**src/rtl/mem_port_arbiter_pkg.sv**
```systemverilog
// Shared definitions for the cache/main-memory port arbiter: widths, state encodings,
// grant identifiers and the round-robin tie-break helper.
package mem_port_arbiter_pkg;

  localparam int ADDR_W  = 28;
  localparam int BLOCK_W = 128;
  localparam int TIMEOUT = 255;

  localparam logic [2:0] ST_IDLE    = 3'd0;
  localparam logic [2:0] ST_I_ISSUE = 3'd1;
  localparam logic [2:0] ST_I_WAIT  = 3'd2;
  localparam logic [2:0] ST_D_ISSUE = 3'd3;
  localparam logic [2:0] ST_D_WAIT  = 3'd4;
  localparam logic [2:0] ST_DONE    = 3'd5;

  typedef enum logic [2:0] {
    IDLE    = ST_IDLE,
    I_ISSUE = ST_I_ISSUE,
    I_WAIT  = ST_I_WAIT,
    D_ISSUE = ST_D_ISSUE,
    D_WAIT  = ST_D_WAIT,
    DONE    = ST_DONE
  } state_t;

  localparam logic GRANT_I = 1'b0;
  localparam logic GRANT_D = 1'b1;

  // On a tie the side that was not served last wins.
  function automatic logic pick_side(input logic i_req, input logic d_req, input logic last_grant);
    if (i_req && !d_req) return GRANT_I;
    if (d_req && !i_req) return GRANT_D;
    return (last_grant == GRANT_I) ? GRANT_D : GRANT_I;
  endfunction

endpackage

```
**src/rtl/mem_port_arbiter_if.sv**
```systemverilog
// Bundle of icache, dcache and main-memory block-port signals seen by the arbiter.
interface mem_port_arbiter_if;
  import mem_port_arbiter_pkg::*;

  logic               i_read;
  logic [ADDR_W-1:0]  i_address;
  logic [BLOCK_W-1:0] i_readdata;
  logic               i_busywait;

  logic               d_read;
  logic               d_write;
  logic [ADDR_W-1:0]  d_address;
  logic [BLOCK_W-1:0] d_writedata;
  logic [BLOCK_W-1:0] d_readdata;
  logic               d_busywait;

  logic               mem_read;
  logic               mem_write;
  logic [ADDR_W-1:0]  mem_address;
  logic [BLOCK_W-1:0] mem_writedata;
  logic [BLOCK_W-1:0] mem_readdata;
  logic               mem_busywait;

  modport master (
    input  i_read, i_address, d_read, d_write, d_address, d_writedata,
           mem_readdata, mem_busywait,
    output i_readdata, i_busywait, d_readdata, d_busywait,
           mem_read, mem_write, mem_address, mem_writedata
  );

  modport slave (
    output i_read, i_address, d_read, d_write, d_address, d_writedata,
           mem_readdata, mem_busywait,
    input  i_readdata, i_busywait, d_readdata, d_busywait,
           mem_read, mem_write, mem_address, mem_writedata
  );

endinterface

```
**src/rtl/mem_port_arbiter_watchdog.sv**
```systemverilog
// Counts busy cycles of a memory access and pulses expire on the last allowed one.
module mem_port_arbiter_watchdog #(
  parameter int TIMEOUT = 255
) (
  input  logic clock,
  input  logic reset,
  input  logic clear,
  input  logic tick,
  output logic expire
);

  localparam int CNT_W = $clog2(TIMEOUT + 1);
  localparam logic [CNT_W-1:0] LAST = CNT_W'(TIMEOUT - 1);

  logic [CNT_W-1:0] count;

  // Expiry lands on the TIMEOUT-th busy cycle, so the count never wraps.
  assign expire = tick && (count == LAST);

  always_ff @(posedge clock) begin
    if (!reset) begin
      count <= '0;
    end else if (clear) begin
      count <= '0;
    end else if (tick && !expire) begin
      count <= count + 1'b1;
    end
  end

endmodule

```
**src/rtl/mem_port_arbiter.sv**
```systemverilog
// Round-robin arbiter sharing the main-memory block port between icache and dcache
// miss controllers, with a sticky watchdog flag for a memory that never answers.
module mem_port_arbiter
  import mem_port_arbiter_pkg::*;
(
  input  logic                clock,
  input  logic                reset,
  mem_port_arbiter_if.master  bus,
  output logic                err_timeout
);

  state_t state, next_state;
  logic   grant, last_grant, start_side;
  logic   start, finish_ok, finish_timeout;
  logic   i_req, d_req, in_issue, in_wait, expire;

  assign i_req      = bus.i_read;
  assign d_req      = bus.d_read | bus.d_write;
  assign in_issue   = (state == I_ISSUE) || (state == D_ISSUE);
  assign in_wait    = (state == I_WAIT) || (state == D_WAIT);
  assign start_side = pick_side(i_req, d_req, last_grant);

  assign bus.i_busywait = i_req & ~((state == DONE) && (grant == GRANT_I));
  assign bus.d_busywait = d_req & ~((state == DONE) && (grant == GRANT_D));

  mem_port_arbiter_watchdog #(.TIMEOUT(TIMEOUT)) watchdog (
    .clock  (clock),
    .reset  (reset),
    .clear  (in_issue),
    .tick   (in_wait && bus.mem_busywait),
    .expire (expire)
  );

  always_ff @(posedge clock) begin
    if (!reset) state <= IDLE;
    else        state <= next_state;
  end

  always_comb begin
    next_state     = state;
    start          = 1'b0;
    finish_ok      = 1'b0;
    finish_timeout = 1'b0;
    case (state)
      IDLE: begin
        if (i_req || d_req) begin
          start      = 1'b1;
          next_state = (start_side == GRANT_I) ? I_ISSUE : D_ISSUE;
        end
      end
      I_ISSUE: next_state = I_WAIT;
      D_ISSUE: next_state = D_WAIT;
      I_WAIT, D_WAIT: begin
        if (!bus.mem_busywait) begin
          finish_ok  = 1'b1;
          next_state = DONE;
        end else if (expire) begin
          finish_timeout = 1'b1;
          next_state     = DONE;
        end
      end
      DONE:    next_state = IDLE;
      default: next_state = IDLE;
    endcase
  end

  // Memory-side outputs are loaded from the requester at grant time and then held,
  // so a requester changing its inputs mid-access cannot disturb memory.
  always_ff @(posedge clock) begin
    if (!reset) begin
      grant             <= GRANT_I;
      last_grant        <= GRANT_D;
      bus.mem_read      <= 1'b0;
      bus.mem_write     <= 1'b0;
      bus.mem_address   <= '0;
      bus.mem_writedata <= '0;
      bus.i_readdata    <= '0;
      bus.d_readdata    <= '0;
      err_timeout       <= 1'b0;
    end else begin
      if (start) begin
        grant <= start_side;
        if (start_side == GRANT_I) begin
          bus.mem_read      <= 1'b1;
          bus.mem_write     <= 1'b0;
          bus.mem_address   <= bus.i_address;
          bus.mem_writedata <= '0;
        end else begin
          bus.mem_read      <= ~bus.d_write;
          bus.mem_write     <= bus.d_write;
          bus.mem_address   <= bus.d_address;
          bus.mem_writedata <= bus.d_writedata;
        end
      end
      if (in_issue) last_grant <= grant;
      if (finish_ok) begin
        bus.mem_read  <= 1'b0;
        bus.mem_write <= 1'b0;
        if (bus.mem_read) begin
          if (grant == GRANT_I) bus.i_readdata <= bus.mem_readdata;
          else                  bus.d_readdata <= bus.mem_readdata;
        end
      end
      if (finish_timeout) begin
        bus.mem_read      <= 1'b0;
        bus.mem_write     <= 1'b0;
        bus.mem_address   <= '0;
        bus.mem_writedata <= '0;
        err_timeout       <= 1'b1;
      end
    end
  end

endmodule
```
**src/flat_wrapper.sv**
```systemverilog
// flat-port wrapper written by rule: the top's interface ports become plain ports
module mem_port_arbiter_flat import mem_port_arbiter_pkg::*;
  (clock, reset, err_timeout, bus_i_read, bus_i_address, bus_d_read, bus_d_write, bus_d_address, bus_d_writedata, bus_mem_readdata, bus_mem_busywait, bus_i_readdata, bus_i_busywait, bus_d_readdata, bus_d_busywait, bus_mem_read, bus_mem_write, bus_mem_address, bus_mem_writedata);
  mem_port_arbiter_if bus_i ();
  input  logic clock;
  input  logic reset;
  output logic err_timeout;
  input wire logic [$bits(bus_i.i_read)-1:0] bus_i_read;
  input wire logic [$bits(bus_i.i_address)-1:0] bus_i_address;
  input wire logic [$bits(bus_i.d_read)-1:0] bus_d_read;
  input wire logic [$bits(bus_i.d_write)-1:0] bus_d_write;
  input wire logic [$bits(bus_i.d_address)-1:0] bus_d_address;
  input wire logic [$bits(bus_i.d_writedata)-1:0] bus_d_writedata;
  input wire logic [$bits(bus_i.mem_readdata)-1:0] bus_mem_readdata;
  input wire logic [$bits(bus_i.mem_busywait)-1:0] bus_mem_busywait;
  output wire logic [$bits(bus_i.i_readdata)-1:0] bus_i_readdata;
  output wire logic [$bits(bus_i.i_busywait)-1:0] bus_i_busywait;
  output wire logic [$bits(bus_i.d_readdata)-1:0] bus_d_readdata;
  output wire logic [$bits(bus_i.d_busywait)-1:0] bus_d_busywait;
  output wire logic [$bits(bus_i.mem_read)-1:0] bus_mem_read;
  output wire logic [$bits(bus_i.mem_write)-1:0] bus_mem_write;
  output wire logic [$bits(bus_i.mem_address)-1:0] bus_mem_address;
  output wire logic [$bits(bus_i.mem_writedata)-1:0] bus_mem_writedata;
  assign bus_i.i_read = bus_i_read;
  assign bus_i.i_address = bus_i_address;
  assign bus_i.d_read = bus_d_read;
  assign bus_i.d_write = bus_d_write;
  assign bus_i.d_address = bus_d_address;
  assign bus_i.d_writedata = bus_d_writedata;
  assign bus_i.mem_readdata = bus_mem_readdata;
  assign bus_i.mem_busywait = bus_mem_busywait;
  assign bus_i_readdata = bus_i.i_readdata;
  assign bus_i_busywait = bus_i.i_busywait;
  assign bus_d_readdata = bus_i.d_readdata;
  assign bus_d_busywait = bus_i.d_busywait;
  assign bus_mem_read = bus_i.mem_read;
  assign bus_mem_write = bus_i.mem_write;
  assign bus_mem_address = bus_i.mem_address;
  assign bus_mem_writedata = bus_i.mem_writedata;
  mem_port_arbiter u_core (.clock(clock), .reset(reset), .bus(bus_i), .err_timeout(err_timeout));
endmodule
```
**config.mk**
```make
export PLATFORM = sky130hd
export DESIGN_NAME = mem_port_arbiter_flat
export DESIGN_NICKNAME = d
export VERILOG_FILES = /design/src/rtl/mem_port_arbiter_pkg.sv /design/src/rtl/mem_port_arbiter_if.sv /design/src/rtl/mem_port_arbiter_watchdog.sv /design/src/rtl/mem_port_arbiter.sv /design/src/flat_wrapper.sv
export SDC_FILE = /design/constraint.sdc
export NUM_CORES = 1
export LEC_CHECK = 0
export ABC_AREA = 1
export BUFFER_PORTS_ARGS = -buffer_cell sky130_fd_sc_hd__buf_4
export CAP_MARGIN = 20
export CORE_AREA = 2 2 288 290
export CTS_BUF_LIST = sky130_fd_sc_hd__clkbuf_4 sky130_fd_sc_hd__clkbuf_8
export DETAILED_ROUTE_END_ITERATION = 8
export DIE_AREA = 0 0 290 292
export SYNTH_ARGS = -nofsm -noshare
export SYNTH_HDL_FRONTEND = slang
export SYNTH_HIERARCHICAL = 1
export SYNTH_SLANG_ARGS = --single-unit
```
**constraint.sdc**
```tcl
create_clock -name clock -period 4.1 [get_ports clock]
set_input_delay 0 -clock clock [delete_from_list [all_inputs] [get_ports clock]]
set_output_delay 0 -clock clock [all_outputs]
set_load 0.02 [all_outputs]
```
==> impl_metrics.sql <==
INSERT INTO impl_metrics (metric_group, metric, value, unit) VALUES
('synth', 'synth_top_family_by_area', 'simple AND/OR/NAND/NOR gates', ''),
('global_routing', 'grt_start_max_net_pins', '102', ''),
('synth', 'synthAdderAreaFrac', '0.00151', ''),
('detailed_routing', 'drt_iter0_drc', '1037', ''),
('synth', 'synth.lib_cells_used.distinct', '27', ''),
('layout', 'syn2layout_area_growth', '71.1', '%'),
('setup_path', 'worst-r2r-cell-count', '9', ''),
('synth', 'synth-seq-area-share', '0.516', ''),
('global_routing', 'gr-total-overflow', '0', ''),
('detailed_routing', 'postRouteWirelength', '74100', 'microns'),
('sta', 'finalHoldViolations', '0', ''),
('setup_path', 'worst-endpoint-arrival', '4110', 'ps'),
('sta', 'grt_setup_unrepaired', 'false', ''),
('global_routing', 'grt_pass1_wl', '111000', 'microns'),
('setup_path', 'destination_of_the_critical_timing_path', 'u_core/bus.mem_address[21]$_SDFFE_PP0P_', ''),
('synth', 'synth_cells', '2320', ''),
('die', 'die_height', '292', 'microns'),
('sta', 'final.setup.tns', '0', 'ps'),
('setup_path', 'crit-reg2reg-launch', 'u_core/state[2]$_SDFFE_PN0P_', ''),
('layout', 'drive_gt1_frac', '0.267', ''),
('clock_tree', 'cts_tree', 'built', ''),
('clock_tree', 'cts_resized', '0', ''),
('clock_tree', 'clk_pin_slew', '60', 'ps'),
('setup_path', 'timing.setup.critical_path_class', 'reg2reg', ''),
('sta', 'min_period_over_period', '0.874', ''),
('synth', 'synth_simple_gate_area_share', '0.302', ''),
('pwr', 'power_density', '524', 'nW/um^2'),
('sta', 'final_number_of_max_transition_violations', '0', ''),
('clock_tree', 'max-clock-path-buffers', '3', ''),
('pwr', 'worst_supply_voltage_drop_on_vdd', '0.416', 'mV'),
('layout', 'fillers', '8470', ''),
('detailed_routing', 'vias_after_detailed_routing', '19000', ''),
('layout', 'postLayoutCoreUtil', '0.348', ''),
('synth', 'synth.avg_cell_area', '7.16', 'sq um'),
('clock_tree', 'cts.htree.levels', '3', ''),
('detailed_routing', 'ant_nets', '0', ''),
('outcome', 'status', 'finished clean', ''),
('die', 'placement_rows', '105', ''),
('sta', 'setup_skew_after_layout', '53.8', 'ps'),
('layout', 'mostFrequentLayoutCell', 'sky130_fd_sc_hd__buf_4', ''),
('clock_tree', 'insertion_delay', '670', 'ps'),
('synth', 'synth_xor_area_frac', '0.00158', ''),
('job', 'max_cap_violations', '0', ''),
('global_routing', 'antenna_found_initial', '3', ''),
('die', 'core_area', '81600', 'sq um'),
('placement', 'detailed_placement_wirelength_estimate', '49200', 'microns'),
('synth', 'yosysWarnings', '6', ''),
('synth', 'synth_fp_nets', '2640', ''),
('synth', 'synth_compound_area_frac', '0.0894', ''),
('synth', 'ys_seq_elements', '428', ''),
('clock_tree', 'numCtsBuffers', '81', ''),
('die', 'die_x', '290', 'microns'),
('setup_path', 'worst_path_required', '4620', 'ps'),
('sta', 'slew_headroom', '0.310', ''),
('sta', 'report.final.setup_viol', '0', ''),
('setup_path', 'worstSetupStartpointType', 'flop', ''),
('setup_path', 'r2r_end', 'u_core/bus.mem_address[21]$_SDFFE_PP0P_', ''),
('detailed_routing', 'wl_per_cell', '16.4', 'microns'),
('detailed_routing', 'drc_errors', '0', ''),
('setup_path', 'timing.reg2reg.setup_slack', '520', 'ps'),
('clock_tree', 'clockRootBuffer', 'sky130_fd_sc_hd__clkbuf_8', ''),
('hold_path', 'classification_of_the_worst_slack_hold_path', 'in2reg', ''),
('clock_tree', 'cts_setup_buffers', '0', ''),
('detailed_routing', 'detail_route.first_pass.iterations', '5', ''),
('layout', 'final_nets', '3701', ''),
('setup_path', 'start_point_of_the_critical_path', 'u_core/state[2]$_SDFFE_PN0P_', ''),
('sta', 'maxClockFrequency', '279', 'MHz'),
('synth', 'post_synth_instance_area', '16600', 'sq um'),
('die', 'initial_standard_cell_utilization_of_the_core', '0.204', ''),
('die', 'floorplan.die_area', '84700', 'sq um'),
('setup_path', 'setup.worst_path.end_class', 'flop', '');
## logic make-up after synthesis
group	count (synthesis)
xor gates and xnor gates	3
buffers and inverters	341
AOI/OAI and AO/OA	296
DFF	428
adders and majority gates	2
and+or+nand+nor	1250
## report_power, final
part           switching (uW)  internal, uW
logic                    3210          2160
registers                 358          4770
clock network            1940          2440
## final cells by class
type | instances | area [sq um] | area share
clock buffers | 117 | 1430 | 0.0503
diodes | 2 | 5.00 | 0.000176
clock inverters | 21 | 229 | 0.00806
repair buffers | 1140 | 9600 | 0.338
flip-flops and latches | 428 | 8570 | 0.302
well taps | 1070 | 1340 | 0.0471
multi-input cells | 1551 | 6570 | 0.231
inverters | 179 | 679 | 0.0239
## how the worst min path moves through the flow
stage                                startpoint                                       to  cells after the start  slack [ps]
final                      bus_mem_readdata[92]   u_core/bus.i_readdata[92]$_SDFFE_PN0P_                      4         140
after global routing       bus_mem_readdata[84]   u_core/bus.i_readdata[84]$_SDFFE_PN0P_                      4          80
after CTS                  bus_mem_readdata[85]   u_core/bus.i_readdata[85]$_SDFFE_PN0P_                      4          50
after detailed placement  bus_mem_readdata[126]  u_core/bus.i_readdata[126]$_SDFFE_PN0P_                      3         240
after global placement     bus_mem_readdata[70]   u_core/bus.i_readdata[70]$_SDFFE_PN0P_                      3         230
after floorplan            bus_mem_readdata[79]   u_core/bus.i_readdata[79]$_SDFFE_PN0P_                      2         130
## flip-flops by register name, summed over array words and instances, names as in the netlist, 3 cells and up
| signal | flops |
|---|---|
| u_core/bus.d_readdata | 128 |
| u_core/bus.i_readdata | 128 |
| u_core/bus.mem_writedata | 128 |
| u_core/bus.mem_address | 28 |
| u_core/watchdog/count | 8 |
| u_core/state | 3 |
## through the flow
step / total power (uW) / cell area (sq um) / setup slack [ps] / cells
2_1_floorplan: 8010 / 16600 / 2130 / 2320
3_3_place_gp: 9820 / 23000 / 1580 / 3989
3_5_place_dp: 9840 / 23000 / 1550 / 3989
4_1_cts: 15000 / 28400 / 681 / 4506
5_1_grt: 15700 / 28400 / 382 / 4508
6_report: 14900 / 28400 / 518 / 4508
## synthesized netlist by cell type, drive strengths merged
library cell / count / area (sq um)
nor2: 308 / 1180
nand2: 738 / 2790
a21oi: 291 / 1460
clkbuf: 42 / 158
buf: 120 / 659
o21ai: 4 / 20.0
a21boi: 1 / 7.51
or2: 2 / 12.5
dfxtp: 428 / 8570
nand3: 194 / 976
clkinv: 1 / 3.75
nand4: 4 / 25.0
inv: 178 / 671
nor3: 2 / 10.0
xor2: 1 / 8.76
ha: 2 / 25.0
xnor2: 2 / 17.5
nand3b: 2 / 15.0
## critical path: stages, from the launching register on
cell and delay (ps):
sky130_fd_sc_hd__dfxtp_1 340, sky130_fd_sc_hd__nor2_2 210, sky130_fd_sc_hd__nand2_1 140, sky130_fd_sc_hd__nor2_4 530, sky130_fd_sc_hd__buf_4 700, sky130_fd_sc_hd__nand2_1 150
sky130_fd_sc_hd__a21oi_1 160, sky130_fd_sc_hd__dlygate4sd3_1 560, sky130_fd_sc_hd__nor2_1 50, sky130_fd_sc_hd__dlygate4sd3_1 570
## repair_timing
item	4_1_cts	5_1_grt
setup endpoints to repair	0	0
hold buffers	379	0
hold endpoints to repair	421	0
## layer usage
metal	wire length (microns)	GRT usage	share of wire
met1	29100	0.187	0.39
met4	3630	0.0877	0.049
met5	13	0	0.00018
met3	6090	0.0531	0.082
met2	35300	0.285	0.48
No activity file was read; power rests on OpenSTA's default activity.
